$ cat src/rtl/box_motion_sequencer_pkg.sv
// Shared constants, types and helpers for the bouncing-box screensaver.
// Screen and box geometry, velocity width, position widths, the motion
// FSM state type and the colour-advance rule live here.
package screensaver_pkg;

  localparam int SCREEN_WIDTH  = 640;
  localparam int SCREEN_HEIGHT = 480;
  localparam int BOX_WIDTH     = 100;
  localparam int BOX_HEIGHT    = 100;
  localparam int VW            = 4;

  localparam int X_W     = $clog2(SCREEN_WIDTH);
  localparam int Y_W     = $clog2(SCREEN_HEIGHT);
  localparam int POS_W   = (X_W > Y_W) ? X_W : Y_W;
  localparam int COLOR_W = 3;

  // Largest legal left/top edge; reaching it counts as an edge hit.
  localparam int X_LIMIT = SCREEN_WIDTH - BOX_WIDTH;
  localparam int Y_LIMIT = SCREEN_HEIGHT - BOX_HEIGHT;

  localparam logic [COLOR_W-1:0] COLOR_INIT = 3'b111;

  typedef enum logic [1:0] {
    ST_IDLE   = 2'd0,
    ST_CALC_X = 2'd1,
    ST_CALC_Y = 2'd2,
    ST_COMMIT = 2'd3
  } motion_state_t;

  // Colour cycles 1..7 and skips black (0).
  function automatic logic [COLOR_W-1:0] next_color(input logic [COLOR_W-1:0] c);
    return (c == COLOR_INIT) ? COLOR_W'(1) : c + COLOR_W'(1);
  endfunction

endpackage

$ cat src/rtl/box_motion_sequencer_if.sv
// Bus between the video timer / image stage and the motion sequencer.
//   frame  : frame counter from the video timer (any change = new frame)
//   vblank : high outside the visible frame
//   pause  : freezes motion, frames are ignored
//   box_x, box_y, color : committed box position and colour {b,g,r}
//   busy   : sequencer is mid-update
//   bounce : one-cycle pulse at commit when an edge was hit
// master = timing/image side, slave = sequencer.
interface box_motion_sequencer_if;
  import screensaver_pkg::*;

  logic [31:0]        frame;
  logic               vblank;
  logic               pause;
  logic [X_W-1:0]     box_x;
  logic [Y_W-1:0]     box_y;
  logic [COLOR_W-1:0] color;
  logic               busy;
  logic               bounce;

  modport master (
    output frame, vblank, pause,
    input  box_x, box_y, color, busy, bounce
  );

  modport slave (
    input  frame, vblank, pause,
    output box_x, box_y, color, busy, bounce
  );

endinterface

$ cat src/rtl/box_motion_sequencer_axis_step.sv
// One axis of box motion for one frame: add velocity to position, detect an
// edge hit, clamp the position into [0, limit] and reflect the velocity on a
// hit. Purely combinational; the sequencer time-shares a single instance
// between X and Y, which is why the limit arrives as an input.
// Ports:
//   pos      : current position (unsigned)
//   limit    : largest legal position for this axis
//   vel      : signed velocity
//   pos_next : clamped new position
//   vel_next : velocity, negated on a hit
//   hit      : new position fell below 0 or reached/passed limit
module axis_step #(
  parameter int PW = 10,
  parameter int VW = 4
) (
  input  logic [PW-1:0]        pos,
  input  logic [PW-1:0]        limit,
  input  logic signed [VW-1:0] vel,
  output logic [PW-1:0]        pos_next,
  output logic signed [VW-1:0] vel_next,
  output logic                 hit
);

  // Two extra bits: one for the sign, one for overflow past the top of pos.
  logic signed [PW+1:0] sum;
  logic signed [PW+1:0] lim_s;
  logic                 below;
  logic                 above;

  always_comb begin
    sum      = $signed({2'b00, pos}) + $signed({{(PW+2-VW){vel[VW-1]}}, vel});
    lim_s    = $signed({2'b00, limit});
    below    = sum < 0;
    above    = sum >= lim_s;
    hit      = below | above;
    if (below) begin
      pos_next = '0;
    end else if (above) begin
      pos_next = limit;
    end else begin
      pos_next = sum[PW-1:0];
    end
    vel_next = hit ? -vel : vel;
  end

endmodule

$ cat src/rtl/box_motion_sequencer.sv
// Per-frame motion controller for the bouncing box. A change on the frame
// counter raises a pending request; the update runs from IDLE once vblank is
// high and pause is low, stepping X, then Y, through one shared axis_step,
// and finally commits position, velocity and colour in a single edge so the
// image stage never sees a half-updated box.
// Ports:
//   clk : pixel clock
//   rst : synchronous, active-high reset
//   bus : slave side of box_motion_sequencer_if (frame/vblank/pause in,
//         box_x/box_y/color/busy/bounce out)
//
// state     | meaning
// ----------+----------------------------------------------------------
// ST_IDLE   | waiting for pending && vblank && !pause
// ST_CALC_X | X step through the shared adder, result staged
// ST_CALC_Y | Y step through the shared adder, bounce decided
// ST_COMMIT | staged values become visible, colour advances on a hit
module box_motion_sequencer
  import screensaver_pkg::*;
#(
  parameter int INIT_X  = 50,
  parameter int INIT_Y  = 50,
  parameter int INIT_XV = 2,
  parameter int INIT_YV = 1
) (
  input  logic                  clk,
  input  logic                  rst,
  box_motion_sequencer_if.slave bus
);

  motion_state_t        state_q, state_d;
  logic [31:0]          frame_prev_q, frame_prev_d;
  logic                 pending_q, pending_d;
  logic [X_W-1:0]       box_x_q, box_x_d;
  logic [Y_W-1:0]       box_y_q, box_y_d;
  logic signed [VW-1:0] xv_q, xv_d;
  logic signed [VW-1:0] yv_q, yv_d;
  logic [COLOR_W-1:0]   color_q, color_d;
  logic                 busy_q, busy_d;
  logic                 bounce_q, bounce_d;
  logic [X_W-1:0]       stg_x_q, stg_x_d;
  logic signed [VW-1:0] stg_xv_q, stg_xv_d;
  logic                 hx_q, hx_d;
  logic [Y_W-1:0]       stg_y_q, stg_y_d;
  logic signed [VW-1:0] stg_yv_q, stg_yv_d;

  logic                 frame_new;
  logic                 start;

  logic [POS_W-1:0]     step_pos;
  logic [POS_W-1:0]     step_limit;
  logic signed [VW-1:0] step_vel;
  logic [POS_W-1:0]     step_pos_next;
  logic signed [VW-1:0] step_vel_next;
  logic                 step_hit;

  // Operand mux for the shared adder: X in CALC_X, Y otherwise.
  always_comb begin
    if (state_q == ST_CALC_X) begin
      step_pos   = POS_W'(box_x_q);
      step_vel   = xv_q;
      step_limit = POS_W'(X_LIMIT);
    end else begin
      step_pos   = POS_W'(box_y_q);
      step_vel   = yv_q;
      step_limit = POS_W'(Y_LIMIT);
    end
  end

  axis_step #(
    .PW (POS_W),
    .VW (VW)
  ) u_axis_step (
    .pos      (step_pos),
    .limit    (step_limit),
    .vel      (step_vel),
    .pos_next (step_pos_next),
    .vel_next (step_vel_next),
    .hit      (step_hit)
  );

  always_comb begin
    state_d      = state_q;
    frame_prev_d = bus.frame;
    box_x_d      = box_x_q;
    box_y_d      = box_y_q;
    xv_d         = xv_q;
    yv_d         = yv_q;
    color_d      = color_q;
    busy_d       = busy_q;
    bounce_d     = 1'b0;
    stg_x_d      = stg_x_q;
    stg_xv_d     = stg_xv_q;
    hx_d         = hx_q;
    stg_y_d      = stg_y_q;
    stg_yv_d     = stg_yv_q;

    frame_new = bus.frame != frame_prev_q;
    start     = (state_q == ST_IDLE) && pending_q && bus.vblank && !bus.pause;

    // A frame landing on the start cycle is a genuinely new request and
    // stays pending; older ones are absorbed by the update being started.
    if (bus.pause) begin
      pending_d = 1'b0;
    end else if (start) begin
      pending_d = frame_new;
    end else begin
      pending_d = pending_q | frame_new;
    end

    case (state_q)
      ST_IDLE: begin
        if (start) begin
          state_d = ST_CALC_X;
          busy_d  = 1'b1;
        end
      end
      ST_CALC_X: begin
        stg_x_d  = step_pos_next[X_W-1:0];
        stg_xv_d = step_vel_next;
        hx_d     = step_hit;
        state_d  = ST_CALC_Y;
      end
      ST_CALC_Y: begin
        stg_y_d  = step_pos_next[Y_W-1:0];
        stg_yv_d = step_vel_next;
        // Registered here so the pulse lines up with the COMMIT cycle.
        bounce_d = hx_q | step_hit;
        state_d  = ST_COMMIT;
      end
      ST_COMMIT: begin
        box_x_d = stg_x_q;
        box_y_d = stg_y_q;
        xv_d    = stg_xv_q;
        yv_d    = stg_yv_q;
        if (bounce_q) begin
          color_d = next_color(color_q);
        end
        busy_d  = 1'b0;
        state_d = ST_IDLE;
      end
      default: begin
        busy_d  = 1'b0;
        state_d = ST_IDLE;
      end
    endcase
  end

  always_ff @(posedge clk) begin
    if (rst) begin
      state_q      <= ST_IDLE;
      frame_prev_q <= bus.frame;
      pending_q    <= 1'b0;
      box_x_q      <= X_W'(INIT_X);
      box_y_q      <= Y_W'(INIT_Y);
      xv_q         <= VW'(INIT_XV);
      yv_q         <= VW'(INIT_YV);
      color_q      <= COLOR_INIT;
      busy_q       <= 1'b0;
      bounce_q     <= 1'b0;
      stg_x_q      <= '0;
      stg_xv_q     <= '0;
      hx_q         <= 1'b0;
      stg_y_q      <= '0;
      stg_yv_q     <= '0;
    end else begin
      state_q      <= state_d;
      frame_prev_q <= frame_prev_d;
      pending_q    <= pending_d;
      box_x_q      <= box_x_d;
      box_y_q      <= box_y_d;
      xv_q         <= xv_d;
      yv_q         <= yv_d;
      color_q      <= color_d;
      busy_q       <= busy_d;
      bounce_q     <= bounce_d;
      stg_x_q      <= stg_x_d;
      stg_xv_q     <= stg_xv_d;
      hx_q         <= hx_d;
      stg_y_q      <= stg_y_d;
      stg_yv_q     <= stg_yv_d;
    end
  end

  assign bus.box_x  = box_x_q;
  assign bus.box_y  = box_y_q;
  assign bus.color  = color_q;
  assign bus.busy   = busy_q;
  assign bus.bounce = bounce_q;

endmodule

$ cat src/flat_wrapper.sv
// flat-port wrapper written by rule: the top's interface ports become plain ports
module box_motion_sequencer_flat import screensaver_pkg::*;
#(
  parameter int INIT_X  = 50,
  parameter int INIT_Y  = 50,
  parameter int INIT_XV = 2,
  parameter int INIT_YV = 1
)
  (clk, rst, bus_frame, bus_vblank, bus_pause, bus_box_x, bus_box_y, bus_color, bus_busy, bus_bounce);
  box_motion_sequencer_if bus_i ();
  input  logic clk;
  input  logic rst;
  input wire logic [$bits(bus_i.frame)-1:0] bus_frame;
  input wire logic [$bits(bus_i.vblank)-1:0] bus_vblank;
  input wire logic [$bits(bus_i.pause)-1:0] bus_pause;
  output wire logic [$bits(bus_i.box_x)-1:0] bus_box_x;
  output wire logic [$bits(bus_i.box_y)-1:0] bus_box_y;
  output wire logic [$bits(bus_i.color)-1:0] bus_color;
  output wire logic [$bits(bus_i.busy)-1:0] bus_busy;
  output wire logic [$bits(bus_i.bounce)-1:0] bus_bounce;
  assign bus_i.frame = bus_frame;
  assign bus_i.vblank = bus_vblank;
  assign bus_i.pause = bus_pause;
  assign bus_box_x = bus_i.box_x;
  assign bus_box_y = bus_i.box_y;
  assign bus_color = bus_i.color;
  assign bus_busy = bus_i.busy;
  assign bus_bounce = bus_i.bounce;
  box_motion_sequencer #(.INIT_X(INIT_X), .INIT_Y(INIT_Y), .INIT_XV(INIT_XV), .INIT_YV(INIT_YV)) u_core (.clk(clk), .rst(rst), .bus(bus_i));
endmodule
$ cat config.mk
export PLATFORM = sky130hd
export DESIGN_NAME = box_motion_sequencer_flat
export DESIGN_NICKNAME = d
export VERILOG_FILES = /design/src/rtl/box_motion_sequencer_pkg.sv /design/src/rtl/box_motion_sequencer_if.sv /design/src/rtl/box_motion_sequencer_axis_step.sv /design/src/rtl/box_motion_sequencer.sv /design/src/flat_wrapper.sv
export SDC_FILE = /design/constraint.sdc
export NUM_CORES = 1
export LEC_CHECK = 0
export CAP_MARGIN = 20
export CORE_UTILIZATION = 55
export CTS_BUF_LIST = sky130_fd_sc_hd__clkbuf_8 sky130_fd_sc_hd__clkbuf_16
export DETAILED_ROUTE_END_ITERATION = 10
export MAX_ROUTING_LAYER = met4
export PLACE_DENSITY = 0.79
export SYNTH_ARGS = -nofsm -noshare
export SYNTH_HDL_FRONTEND = slang
export SYNTH_SLANG_ARGS = --single-unit
$ cat constraint.sdc
create_clock -name clk -period 11.4 [get_ports clk]
set_input_delay 2.28 -clock clk [delete_from_list [all_inputs] [get_ports clk]]
set_output_delay 2.28 -clock clk [all_outputs]
set_load 0.02 [all_outputs]
======== Yosys cells after proc, flatten, opt, wreduce, memory -nomap -nowiden ========
Index checks and enable logic that the tools add are counted.
word-level totals
  flip-flop bits (word level) ............. 95
  bits of input ports ..................... 36
  output and inout bits ................... 24
  word-level logic and storage cells ...... 52
cells by class
  add/subtract/negate cells ............... 3
  order comparisons ....................... 2
  equal/unequal tests ..................... 6
  multiplexer cells ....................... 12
  bitwise operators ....................... 4
  reductions and logical operators ........ 10
operators by type and width
  kind                   number
  $mux W10               4
  $ne A32 B32 Y1         1
  $add A11 B4 Y12        1
  $ge A12 B11 Y1         1
  $lt A12 B1 Y1 const B  1
  $mux W4                2
  $pmux W2 S4            1
  $eq A2 B2 Y1 const B   2
  $neg A4 Y4             1
  $reduce_and A2 Y1      2
  $reduce_or A2 Y1       2
  $add A3 B1 Y3 const B  1
  $eq A3 B3 Y1 const B   1
  $logic_and A1 B1 Y1    3
  $mux W3                1
  $or A1 B1 Y1           3
  $eq A2 B1 Y1 const B   1
  $logic_not A2 Y1       1
  $mux W1                2
  $mux W2                1
  $ne A2 B1 Y1 const B   1
  $pmux W1 S2            1
  $reduce_bool A2 Y1     1
  $logic_not A1 Y1       1
  $not A1 Y1             1

======== Depth between registers and ports, before layout ========
  depth in word-level cells ............... 6
  mapped depth ............................ 20
  mapped depth without buffers ............ 16

======== Cells and area by module ========
A second synthesis with hierarchy kept.
second synthesis, totals
  cell total of the unflattened synthesis .. 462
  area total of the unflattened synthesis .. 4,713.3 µm²
modules (own cells, without submodules)
  module                times used  cells an instance  area each (µm²)
  box_motion_sequencer  1           313                3,577.2
  axis_step             1           149                1,136.1

======== Least setup slack after synthesis ========
OpenSTA, ideal clock, no wires.
  path type ............................... reg-to-reg
  from .................................... reg u_core.state_q[1]
  to ...................................... reg u_core.stg_y_q[3]
  library setup time ...................... 0.134 ns
  arrival ................................. 4.779 ns
  required time ........................... 11.266 ns
  slack ................................... 6.488 ns
  stages on the path, launching flop included .. 20
  path buffers ............................ 5
  cells stage by stage .................... dfxtp_1 > inv_1 > ha_1 > buf_6 > buf_6 > clkbuf_1 > buf_2 > mux2_2 > ha_1 > ha_1 > o31a_1 > o31a_1 > a2bb2oi_2 > xnor2_1 > ha_1 > a2111oi_0 > a32oi_2 > buf_6 > o31ai_4 > o22ai_1
on the way
  cells in the longest elaborated chain, start to end .. 6
  elaborated cells on any way between the ends .. 10
ends and longest elaborated chain
  element                                     line                                  text
  from (decl)                                 box_motion_sequencer.sv:31            motion_state_t state_q, state_d;
  from (signal assigned)                      box_motion_sequencer.sv:167           state_q <= state_d;
  $eq A2 B1 Y1                                box_motion_sequencer.sv:59            if (state_q == ST_CALC_X) begin
  $mux W10 / $mux W4 (equally long branches)  box_motion_sequencer.sv:59
  $add A11 B4 Y12                             box_motion_sequencer_axis_step.sv:31  sum = $signed({2'b00, pos}) + $signed({{(PW+2-VW){vel[VW-1]}}, vel});
  $ge A12 B11 Y1                              box_motion_sequencer_axis_step.sv:34  above = sum >= lim_s;
  $mux W10                                    box_motion_sequencer_axis_step.sv:38  end else if (above) begin
  $mux W10                                    box_motion_sequencer_axis_step.sv:36  if (below) begin
  to (signal assigned)                        box_motion_sequencer.sv:180           stg_y_q <= stg_y_d;
  to (decl)                                   box_motion_sequencer.sv:44            logic [Y_W-1:0] stg_y_q, stg_y_d;
Parallel ways exist; a longest one is shown, timed or not.
A chain may end at the register's enable or synchronous reset.

======== Worst setup path in the final report ========
  from .................................... reg u_core.state_q[1]
  to ...................................... reg u_core.stg_x_q[9]
on the way
  cells in the longest elaborated chain, start to end .. 6
  elaborated cells on any way between the ends .. 9
ends and longest elaborated chain
  element                                     line                                                     text
  $eq A2 B1 Y1 *                              box_motion_sequencer.sv:59, box_motion_sequencer.sv:111
  $mux W10 / $mux W4 (equally long branches)  box_motion_sequencer.sv:59
  $add A11 B4 Y12                             box_motion_sequencer_axis_step.sv:31
  $ge A12 B11 Y1                              box_motion_sequencer_axis_step.sv:34
  $mux W10                                    box_motion_sequencer_axis_step.sv:38
  $mux W10                                    box_motion_sequencer_axis_step.sv:36
  to (signal assigned)                        box_motion_sequencer.sv:177                              stg_x_q <= stg_x_d;
  to (decl)                                   box_motion_sequencer.sv:41                               logic [X_W-1:0] stg_x_q, stg_x_d;
Mark *: on every way between the ends. The rest lies on a longest branch, timed or not.

==> impl_metrics.toml <==
[outcome]
status = "complete, no violations"

[worst_setup_path]
endpoint_kind = "flop"
critPathArrivalTime_ns = 5.41
crit_chain = "inv_1 -> ha_1 -> buf_4 -> mux2_2 -> ha_1 -> ha_1 -> o31a_1 -> o31a_1 -> a2bb2oi_2 -> xnor2_1 -> ha_1 -> a2111oi_0 -> a32oi_2 -> o311ai_0 -> a21oi_1"
cpPeakStageDelay_ns = 0.63
cp_slowest_cell = "a2111oi_0"
worstSetupPathType = "reg2reg"
cp_max_fo = 45
cp.required_ns = 11.64
crit_top_cell = "ha_1"
start_kind = "flop"

[hold_path]
hp-class = "reg2reg"

[yosys]
synth_compound_area_share_pct = 14.7
yosysUniqueCellTypes = 67
syn_nets = 540
synthArstFlopShare_pct = 0
ys_top_cells_by_area = "dfxtp_1 41%, xnor2_1 7.5%, mux2i_1 6.7%"
synth.most_common_cell = "dfxtp_1"
synth_common_cells = "95 x dfxtp_1, 48 x nand2_1, 40 x xnor2_1"
synthXorXnorAreaFrac_pct = 10.5
netlist.area_leader.share_pct = 40.9
synth_fa_ha_area_share_pct = 5.78
syn_inst = 485
synth_edf_count = 0
synth_flop_cell = "dfxtp_1"
synth-simple-area-share_pct = 14.6
yosys_warnings = 0
yosys.area.top_type = "dfxtp_1"
muxShareOfSynthArea_pct = 9.63
synth_seq_cells = 95
synth_top_family_by_area = "compound AO/OA/AOI/OAI gates"
syn-cell-area_sq_um = 4650
synth-seq-area-share_pct = 40.9
postSynthAreaPerCell_sq_um = 9.59

[clock_network]
clock_latency_ns = 0.37
cts_resized = 0
post-cts-setup-buffers = 0
clk_pin_slew_ns = 0.10
cts_tree = "done"
ctsHoldBuffers = 0
clock-sinks = 95
clockBufferDepth = 2
clockRootBuffer = "clkbuf_8"
htree_num_levels = 3
numCtsBuffers = 9

[placed_design]
dp_hpwl_um = 7300
gp_congestion = 0.942
io_buffers = 59
preCtsSetupSlack_ns = 6.31

[finish]
antennaDiodeCount = 0
area_growth_pct = 17.1
drive_above_1_share_pct = 9.11
layout.nets = 588

[sta]
slew_violations = 0
rsz0062_at_grt = "false"
whs_ns = 0.457
fin_crit_sh_pct = 45.4
worst_pin_slew_ns = 0.995
max_freq_ghz = 0.193
clock_skew_ns = 0.0157
maxSlewHeadroom_pct = 33.7
finalHoldViolCount = 0
setup_viol = 0
fin_crit_ns = 5.17
fin_tns_setup_ns = 0
setup_slack_ns = 6.23

[pwr]
netSwitchingFraction_pct = 32.2
power.share.clock_pct = 29.0
p_switching_uw = 241
combPwrFrac_pct = 22.0
p_seq_share_pct = 49.0
leakagePower_nw = 1.94
p_int_uw = 507
power-per-cell-area_nw_per_um2 = 137
vdd_ir_drop_max_mv = 0.116

[global_routing]
grt_overflow = 0
grt_first_pass_wirelength_um = 17000
grt_pass1_vias = 3495
track_usage_pct = 25.5
grt_max_degree = 55
antenna_found_initial = 0

[die]
die_area_sq_um = 8830
num_rows = 33
ios = 60
fp.dieW_um = 94.0
chipHeight_um = 94.0
core_sq_um = 8220
initial_core_util_pct = 56.6

[routing]
drc_errors = 0
vias = 3687
ant_nets = 0
wl_um = 10200
wl_per_cell_um = 15.8
via_per_inst = 5.73
first_pass_iters = 4
drt_iter0_drc = 202

[run]
cap_viol_max_count = 0
## cells by family (layout without fill, tap and decap cells)
| kind of cell | count (synthesis) | in the layout |
|---|---|---|
| compound gates | 91 | 91 |
| xor+xnor | 53 | 53 |
| fa+ha+maj | 22 | 22 |
| buf+inv | 37 | 90 |
| flops | 95 | 95 |
| mux | 42 | 42 |
| simple gates | 145 | 145 |
## through the flow
| step | cells | power (mW) | instance area [sq um] | util (%) |
|---|---|---|---|---|
| 2_1_floorplan | 485 | 0.497 | 4650 | - |
| 3_3_place_gp | 627 | 0.532 | 5260 | 64.0 |
| 3_5_place_dp | 627 | 0.538 | 5260 | 64.0 |
| 4_1_cts | 643 | 0.752 | 5450 | 66.3 |
| 5_1_grt | 643 | 0.788 | 5450 | 66.3 |
| 6_report | 643 | 0.748 | 5450 | 66.3 |
## state kept, by name, summed over array words and instances (netlist names), 2 cells and up
name and cells:
u_core.bus.box_y 9, u_core.stg_x_q 10, u_core.state_q 2, u_core.xv_q 4, u_core.stg_xv_q 4, u_core.frame_prev_q 32
u_core.stg_y_q 9, u_core.bus.color 3, u_core.stg_yv_q 4, u_core.bus.box_x 10, u_core.yv_q 4
## routing by layer
metal	wire length [um]	GRT usage [%]	vias to the layer above
met1	4680	32.0	1725
met5	0	-	-
met3	461	3.80	15
met4	148	7.95	0
met2	4890	42.4	103
li1	-	-	1844
## power groups by stage
stage          Clock, mW  Combinational (mW)  Sequential (mW)
2_1_floorplan          0               0.124            0.373
3_3_place_gp           0               0.159            0.373
3_5_place_dp           0               0.164            0.374
4_1_cts            0.221               0.164            0.367
5_1_grt            0.234               0.184            0.369
6_report           0.217               0.164            0.367
## layout make-up
class	count	area [sq um]
clock buffer	9	124
clock inverter	7	66.3
fill	662	2770
inverter	12	47.5
multi-input combinational	353	2570
sequential	95	1900
tap	105	131
timing repair buffer	62	608
## cell usage in the layout (no fill, tap or decap), types with 5 or more instances in the layout
cell	Yosys	layout
clkbuf_8	0	9
a21oi_1	26	26
mux2_2	9	9
nand3_1	14	14
o211ai_1	6	6
nor2_1	39	39
nor3_1	9	9
xnor2_1	40	40
o21ai_0	9	9
clkdlybuf4s50_1	0	58
nand2_1	48	48
o221ai_1	5	5
nand4_1	17	17
mux2i_1	31	31
dfxtp_1	95	95
ha_1	19	18
inv_1	9	9
xor2_1	10	10
## worst max-delay path: cells and delay by family, from the launching register on
family          cells  cell delay (ns)
compound gates      7             2.62
flops               1             0.36
buf+inv             2             0.52
xor+xnor            1             0.22
fa+ha+maj           4             0.91
mux                 1             0.40
## worst paths after layout
path,startpoint,end,slack [ns],cells after the start
setup / recovery,u_core.state_q[1],u_core.stg_x_q[9],6.23,15
hold / removal,u_core.stg_x_q[4],u_core.stg_x_q[4],0.46,2
setup reg to reg,u_core.state_q[1],u_core.stg_x_q[9],6.23,15
hold reg to reg,u_core.stg_x_q[4],u_core.stg_x_q[4],0.46,2
Power figures use the tool's default switching activity.
